## config.mk

```make
export PLATFORM = sky130hd
export DESIGN_NAME = emac_tx_arbiter
export DESIGN_NICKNAME = d
export VERILOG_FILES = /design/src/rtl/emac_tx_arb_pkg.sv /design/src/rtl/emac_rr_pick.sv /design/src/rtl/emac_tx_arbiter.sv
export SDC_FILE = /design/constraint.sdc
export NUM_CORES = 1
export LEC_CHECK = 0
export CAP_MARGIN = 25
export CORE_ASPECT_RATIO = 0.75
export CORE_MARGIN = 2
export CORE_UTILIZATION = 35
export CTS_BUF_LIST = sky130_fd_sc_hd__clkbuf_8 sky130_fd_sc_hd__clkbuf_16
export DETAILED_ROUTE_END_ITERATION = 7
export PLACE_DENSITY = 0.77
export SETUP_SLACK_MARGIN = 0.05
export SYNTH_ARGS = -nofsm -noshare
export SYNTH_HDL_FRONTEND = slang
export SYNTH_SLANG_ARGS = --single-unit
```

## constraint.sdc

```tcl
create_clock -name Clk_user -period 2.1 [get_ports Clk_user]
set_clock_uncertainty 0.15 [all_clocks]
set_input_delay 0.21 -clock Clk_user [delete_from_list [all_inputs] [get_ports Clk_user]]
set_output_delay 0.21 -clock Clk_user [all_outputs]
set_load 0.01 [all_outputs]
```

## src/rtl/emac_tx_arb_pkg.sv

```systemverilog
// Shared types and constants for the EMAC transmit-side frame arbiter.
package emac_tx_arb_pkg;

  typedef enum logic [1:0] {
    IDLE  = 2'd0,
    XFER  = 2'd1,
    DRAIN = 2'd2
  } state_e;

  localparam int WORD_W  = 32;
  localparam int MOD_W   = 2;
  localparam int ID_W    = 3;
  localparam int WCNT_W  = 9;
  localparam int CNT_W   = 8;
  localparam int MAX_REQ = 8;

  function automatic logic [CNT_W-1:0] sat_add(input logic [CNT_W-1:0] a, input logic [3:0] b);
    logic [CNT_W:0] s;
    s = {1'b0, a} + {{(CNT_W-3){1'b0}}, b};
    return s[CNT_W] ? {CNT_W{1'b1}} : s[CNT_W-1:0];
  endfunction

endpackage

```

## src/rtl/emac_rr_pick.sv

```systemverilog
// Round-robin picker: first set request at or after rr_ptr, wrapping modulo NUM_REQ.
module emac_rr_pick
  import emac_tx_arb_pkg::*;
#(
  parameter int NUM_REQ = 2
) (
  input  logic [NUM_REQ-1:0] req,
  input  logic [ID_W-1:0]    rr_ptr,
  output logic               found,
  output logic [ID_W-1:0]    index
);

  logic [NUM_REQ-1:0] rot;
  logic [3:0]         sum;

  always_comb begin
    // rot[j] is the request at position (rr_ptr + j) mod NUM_REQ
    rot   = NUM_REQ'({req, req} >> rr_ptr);
    found = 1'b0;
    sum   = '0;
    for (int j = NUM_REQ - 1; j >= 0; j--) begin
      if (rot[j]) begin
        found = 1'b1;
        sum   = {1'b0, rr_ptr} + 4'(j);
      end
    end
    if (sum >= 4'(NUM_REQ)) begin
      sum = sum - 4'(NUM_REQ);
    end
    index = sum[ID_W-1:0];
  end

endmodule

```

## src/rtl/emac_tx_arbiter.sv

```systemverilog
// Frame-level round-robin arbiter sharing the ff_tx_* MAC port between NUM_REQ
// sources, with max-length truncation (eop+err) and discard of the frame tail.
module emac_tx_arbiter
  import emac_tx_arb_pkg::*;
#(
  parameter int NUM_REQ   = 2,
  parameter int MAX_WORDS = 380
) (
  input  logic                      Clk_user,
  input  logic                      Reset,
  input  logic [NUM_REQ*WORD_W-1:0] req_data,
  input  logic [NUM_REQ*MOD_W-1:0]  req_mod,
  input  logic [NUM_REQ-1:0]        req_sop,
  input  logic [NUM_REQ-1:0]        req_eop,
  input  logic [NUM_REQ-1:0]        req_valid,
  output logic [NUM_REQ-1:0]        req_rdy,
  output logic [WORD_W-1:0]         ff_tx_data,
  output logic [MOD_W-1:0]          ff_tx_mod,
  output logic                      ff_tx_sop,
  output logic                      ff_tx_eop,
  output logic                      ff_tx_wren,
  output logic                      ff_tx_err,
  input  logic                      ff_tx_rdy,
  output logic [ID_W-1:0]           grant_id,
  output logic                      busy,
  output logic [CNT_W-1:0]          trunc_cnt,
  output logic [CNT_W-1:0]          stray_cnt
);

  state_e              state_q, state_d;
  logic [ID_W-1:0]     grant_id_q, grant_id_d;
  logic [ID_W-1:0]     rr_ptr_q, rr_ptr_d;
  logic [WCNT_W-1:0]   word_cnt_q, word_cnt_d;
  logic [CNT_W-1:0]    trunc_cnt_q, trunc_cnt_d;
  logic [CNT_W-1:0]    stray_cnt_q, stray_cnt_d;

  logic [WORD_W-1:0]   data_p [MAX_REQ];
  logic [MOD_W-1:0]    mod_p  [MAX_REQ];
  logic [MAX_REQ-1:0]  sop_p, eop_p, valid_p;
  logic [NUM_REQ-1:0]  rdy_int;
  logic [3:0]          n_stray;
  logic [ID_W-1:0]     nxt_ptr;
  logic                pick_found;
  logic [ID_W-1:0]     pick_idx;

  // Pad per-requester lanes to MAX_REQ so grant_id can index them directly
  for (genvar gi = 0; gi < MAX_REQ; gi++) begin : g_lane
    if (gi < NUM_REQ) begin : g_used
      assign data_p[gi]  = req_data[gi*WORD_W +: WORD_W];
      assign mod_p[gi]   = req_mod[gi*MOD_W +: MOD_W];
      assign sop_p[gi]   = req_sop[gi];
      assign eop_p[gi]   = req_eop[gi];
      assign valid_p[gi] = req_valid[gi];
    end else begin : g_unused
      assign data_p[gi]  = '0;
      assign mod_p[gi]   = '0;
      assign sop_p[gi]   = 1'b0;
      assign eop_p[gi]   = 1'b0;
      assign valid_p[gi] = 1'b0;
    end
  end

  emac_rr_pick #(.NUM_REQ(NUM_REQ)) u_pick (
    .req    (req_valid & req_sop),
    .rr_ptr (rr_ptr_q),
    .found  (pick_found),
    .index  (pick_idx)
  );

  always_comb begin
    state_d     = state_q;
    grant_id_d  = grant_id_q;
    rr_ptr_d    = rr_ptr_q;
    word_cnt_d  = word_cnt_q;
    trunc_cnt_d = trunc_cnt_q;
    stray_cnt_d = stray_cnt_q;
    rdy_int     = '0;
    n_stray     = '0;
    ff_tx_data  = '0;
    ff_tx_mod   = '0;
    ff_tx_sop   = 1'b0;
    ff_tx_eop   = 1'b0;
    ff_tx_wren  = 1'b0;
    ff_tx_err   = 1'b0;
    nxt_ptr     = (grant_id_q == ID_W'(NUM_REQ - 1)) ? '0 : grant_id_q + ID_W'(1);
    case (state_q)
      IDLE: begin
        for (int i = 0; i < NUM_REQ; i++) begin
          if (req_valid[i] && !req_sop[i]) begin
            rdy_int[i] = 1'b1;
            n_stray    = n_stray + 4'd1;
          end
        end
        stray_cnt_d = sat_add(stray_cnt_q, n_stray);
        // The sop word stays on the requester; it is transferred from XFER
        if (pick_found) begin
          grant_id_d = pick_idx;
          word_cnt_d = '0;
          state_d    = XFER;
        end
      end
      XFER: begin
        ff_tx_data = data_p[grant_id_q];
        ff_tx_mod  = mod_p[grant_id_q];
        ff_tx_sop  = sop_p[grant_id_q];
        ff_tx_eop  = eop_p[grant_id_q];
        ff_tx_wren = valid_p[grant_id_q] & ff_tx_rdy;
        for (int i = 0; i < NUM_REQ; i++) begin
          rdy_int[i] = (ID_W'(i) == grant_id_q) && ff_tx_rdy;
        end
        if (ff_tx_wren) begin
          word_cnt_d = word_cnt_q + WCNT_W'(1);
          if (eop_p[grant_id_q]) begin
            state_d  = IDLE;
            rr_ptr_d = nxt_ptr;
          end else if (word_cnt_q == WCNT_W'(MAX_WORDS - 1)) begin
            ff_tx_eop   = 1'b1;
            ff_tx_err   = 1'b1;
            trunc_cnt_d = sat_add(trunc_cnt_q, 4'd1);
            state_d     = DRAIN;
          end
        end
      end
      DRAIN: begin
        for (int i = 0; i < NUM_REQ; i++) begin
          rdy_int[i] = (ID_W'(i) == grant_id_q);
        end
        if (valid_p[grant_id_q] && eop_p[grant_id_q]) begin
          state_d  = IDLE;
          rr_ptr_d = nxt_ptr;
        end
      end
      default: state_d = IDLE;
    endcase
  end

  always_ff @(posedge Clk_user or posedge Reset) begin
    if (Reset) begin
      state_q     <= IDLE;
      grant_id_q  <= '0;
      rr_ptr_q    <= '0;
      word_cnt_q  <= '0;
      trunc_cnt_q <= '0;
      stray_cnt_q <= '0;
    end else begin
      state_q     <= state_d;
      grant_id_q  <= grant_id_d;
      rr_ptr_q    <= rr_ptr_d;
      word_cnt_q  <= word_cnt_d;
      trunc_cnt_q <= trunc_cnt_d;
      stray_cnt_q <= stray_cnt_d;
    end
  end

  // Stray words would otherwise be acknowledged while Reset is held
  assign req_rdy   = Reset ? '0 : rdy_int;
  assign grant_id  = grant_id_q;
  assign busy      = (state_q != IDLE);
  assign trunc_cnt = trunc_cnt_q;
  assign stray_cnt = stray_cnt_q;

endmodule

```

==> results <==
- The run finished, with violations left.
- The checks that failed: negative setup slack.
- The number of port buffers is 136.
- The number of enable flip-flop cells after synthesis is 0.
- The initial antenna violation count is 0.
- The floorplan step defined a die boundary enclosing 7620 um2.
- The final worst hold slack is 0.217 ns.
- The number of antenna diodes in the final layout is 0.
- The actual slew at the worst max-slew pin is 0.424 ns.
- In the routed layout, each cell is associated on average with a via count of 5.01.
- From synthesis to final layout, the design area changed by 85.3%.
- The region available for standard cell placement spans 6770 um2.
- For this run, the slowest stage of the critical path takes 0.36 ns.
- The count of boundary I/O pins is 137.
- The number of clock sinks is 33.
- Among all stages on the critical path, the largest delay is contributed by sky130_fd_sc_hd__dfrtp_1.
- The number of distinct library cells after synthesis is 44.
- The commonest non-fill, non-tap cell in the layout is sky130_fd_sc_hd__clkdlybuf4s50_1.
- The total setup violations reported at the end of the flow is 6.
- The number of placed instances, taps included, is 515.
- The signal on the critical path passes through ha_2 -> nand4b_1 -> nor4_4 -> buf_4 -> nor3b_4 -> buf_6 -> nand4_1 -> mux2_4.
- The number of hold-slack violations in the final timing report was 0.
- The number of nets still failing antenna checks after routing is 0.
- The number of max-capacitance violations reported is 0.
- The smallest clock period supported by the final layout is computed as 2.17 ns.
- The estimated wirelength of the detail-placed design is 6370 um.
- After synthesis, the share of flip-flops with an asynchronous set or reset is 100%.
- The largest vdd supply drop is 0.000442 V.
- The average routed wire per standard cell is 15.3 um.
- The number of synthesis warnings is 0.
- In this run the vertical extent of the chip is 76.1 um.
- The peak clock frequency supported by timing is 462 MHz.
- Measured along the x axis, the die boundary spans 100 um.
- The finished layout holds 550 standard cells, fillers aside.
- The nature of the critical path startpoint is a flip-flop.
- In the post-route analysis, the smallest setup slack over all paths is -0.0664 ns.
- The library cells used most frequently in the layout, excluding fill and tap cells, are 91 x sky130_fd_sc_hd__clkdlybuf4s50_1, 53 x sky130_fd_sc_hd__buf_4, 51 x sky130_fd_sc_hd__nor2_1.
- The net count of the mapped netlist is 360.
- The first-pass iteration count of the detailed router is 4.
- After the first detailed-routing iteration, the DRC count stood at 174.
- The TritonCTS buffer count is 5.
- The clock-pin slew on the worst setup and hold paths is 0.07 ns.
- STA classifies the critical path endpoint as a flip-flop.
- The total negative setup slack is -0.200 ns.
- The tree is rooted in a sky130_fd_sc_hd__clkbuf_8.
- The max-slew violation count is 0.
- The H-tree generated during clock tree synthesis spans 2 levels.
- The first global-routing pass estimated 13400 um of wire.
- The fraction of the cycle the final worst path needs is 103%.
- The total routed wirelength is 8420 um.
- The net total in the final layout is 549.
- The critical setup path kind is flip-flop to flip-flop.
- Setup repair after global routing could not meet its margin everywhere.
- The site row count is 26.
- Of all nets on the critical path, the largest fanout is 5.
- The post-synthesis area per instance is 8.79 um2.
- In this run the tightest slew margin relative to its limit is 71.8%.
- The min-delay analysis places its worst path in the category input port to async pin.
- The total track usage is 21.8%.
- The cell area that synthesis handed to floorplanning was 2430 um2.
- Together, buffers and inverters on the worst path number 2.
- The total of flip-flops plus latches after synthesis is 33.
- The via count of the first global-routing pass came to 2810.
- The via total after detailed routing is 2754.
- Entering global routing, the biggest net connects 34 pins.
- The kind of cell with the highest combined delay along the critical path is simple AND/OR/NAND/NOR gates.
- The last weighted congestion value of the routability-driven placer is 0.825.
- The sequential fraction of the synthesis area is 34.0%.
- The clock latency at the later pin of the worst-skew pair is 0.29 ns.
- For this design the static power due to leakage is 2.17 nW.
- Power comes to 4.14 mW.
- Synthesis produced 276 cells.
- The clock passes through at most 2 buffers.
- The most used flip-flop cell after synthesis is sky130_fd_sc_hd__dfrtp_1.
- The total power per unit cell area is 920 nW/um2.
- The fraction of final layout cells with drive strength greater than 1 is 23.0%.
- The global-route congestion overflow total is 0.
- At the worst endpoint, the arrival time is 2.19 ns.
- The initial cell density of the core is 35.9%.
- The remaining design rule violation count is 0.
- At the worst endpoint, the required time is 2.12 ns.
- The clock tree from TritonCTS is yes.
- The hold-fix buffer count after cts is 0.
## power by group
part           total (mW)  switching, mW  internal [mW]
registers           0.843          0.111          0.732
logic                2.67           1.24           1.43
clock network       0.622          0.240          0.382
total                4.14           1.59           2.55
## state kept, by name, summed over array words and instances, names as in the netlist
signal	cells
rr_ptr_q	3
trunc_cnt	8
grant_id	3
state_q	2
stray_cnt	8
word_cnt_q	9
## synth_stat cells (all sizes together) (6+ instances only)
library cell | number | area share [%]
nor2 | 52 | 8.0
mux2i | 38 | 16
dfrtp | 33 | 34
inv | 16 | 2.5
nand2 | 12 | 1.9
a21oi | 11 | 2.3
buf | 10 | 2.5
nor2b | 9 | 2.6
a31oi | 7 | 1.8
and3 | 7 | 1.8
nand3 | 7 | 1.4
o21ai | 7 | 1.4
xnor2 | 7 | 2.5
ha | 6 | 3.1
nand4 | 6 | 2.1
## metal layers
| metal | up-vias | track usage, % | routed length (um) |
|---|---|---|---|
| met5 | - | 0 | 0 |
| met4 | 0 | 5.48 | 58 |
| met3 | 8 | 6.70 | 560 |
| met2 | 98 | 40.4 | 4520 |
| met1 | 1311 | 24.0 | 3280 |
| li1 | 1337 | - | - |
## logic make-up (layout without fill, tap and decap cells)
family / count (synthesis) / in the layout / synth area share [%]
simple gates: 119 / 119 / 26.3
flops: 33 / 33 / 34.0
compound gates: 36 / 36 / 9.07
fa+ha+maj: 7 / 7 / 3.92
mux: 43 / 43 / 18.1
buf+inv: 30 / 220 / 5.62
xor+xnor: 8 / 8 / 2.89
## cell type report
type                            instances  area (um2)
Fill cell                             556        2270
Sequential cell                        33         827
Multi-Input combinational cell        213        1590
Tap cell                               84         105
Clock buffer                            6        82.6
Inverter                               16        60.1
Timing Repair Buffer                  196        1800
Clock inverter                          2        33.8
## path summary, 6_finish.rpt
| check | start | endpoint | slack [ns] | cells past startpoint |
|---|---|---|---|---|
| setup / recovery | word_cnt_q[0] | trunc_cnt[3] | -0.07 | 8 |
| hold / removal | Reset | grant_id[2] | 0.22 | 3 |
| setup reg to reg | word_cnt_q[0] | trunc_cnt[3] | -0.07 | 8 |
| hold reg to reg | trunc_cnt[2] | trunc_cnt[2] | 0.40 | 1 |
| max in group asynchronous | Reset | grant_id[0] | 1.26 | 3 |
| min in group Clk_user | req_valid[0] | grant_id[0] | 0.39 | 6 |
## worst min-delay path, delay by kind of cell
kind,cells,cell delay [ns]
buf+inv,3,0.87
## what timing repair did
item | 4_1_cts | 5_1_grt
hold endpoints to repair | 0 | 0
pin swaps | 14 | 8
setup buffers | 15 | 12
endpoints found under the setup margin | 52 | 24
gates resized for setup | 76 | 18
## per-stage QoR
stage / util, % / cell area, um2 / setup slack, ns
4_1_cts: 64.3 / 4350 / -0.171
6_report: 66.5 / 4500 / -0.0664
5_1_grt: 66.5 / 4500 / -0.199
3_5_place_dp: 61.1 / 4130 / -0.722
2_1_floorplan: - / 2450 / -0.0369
3_3_place_gp: 61.1 / 4130 / -0.610
Note: power is estimated with default switching activity, not from simulation.
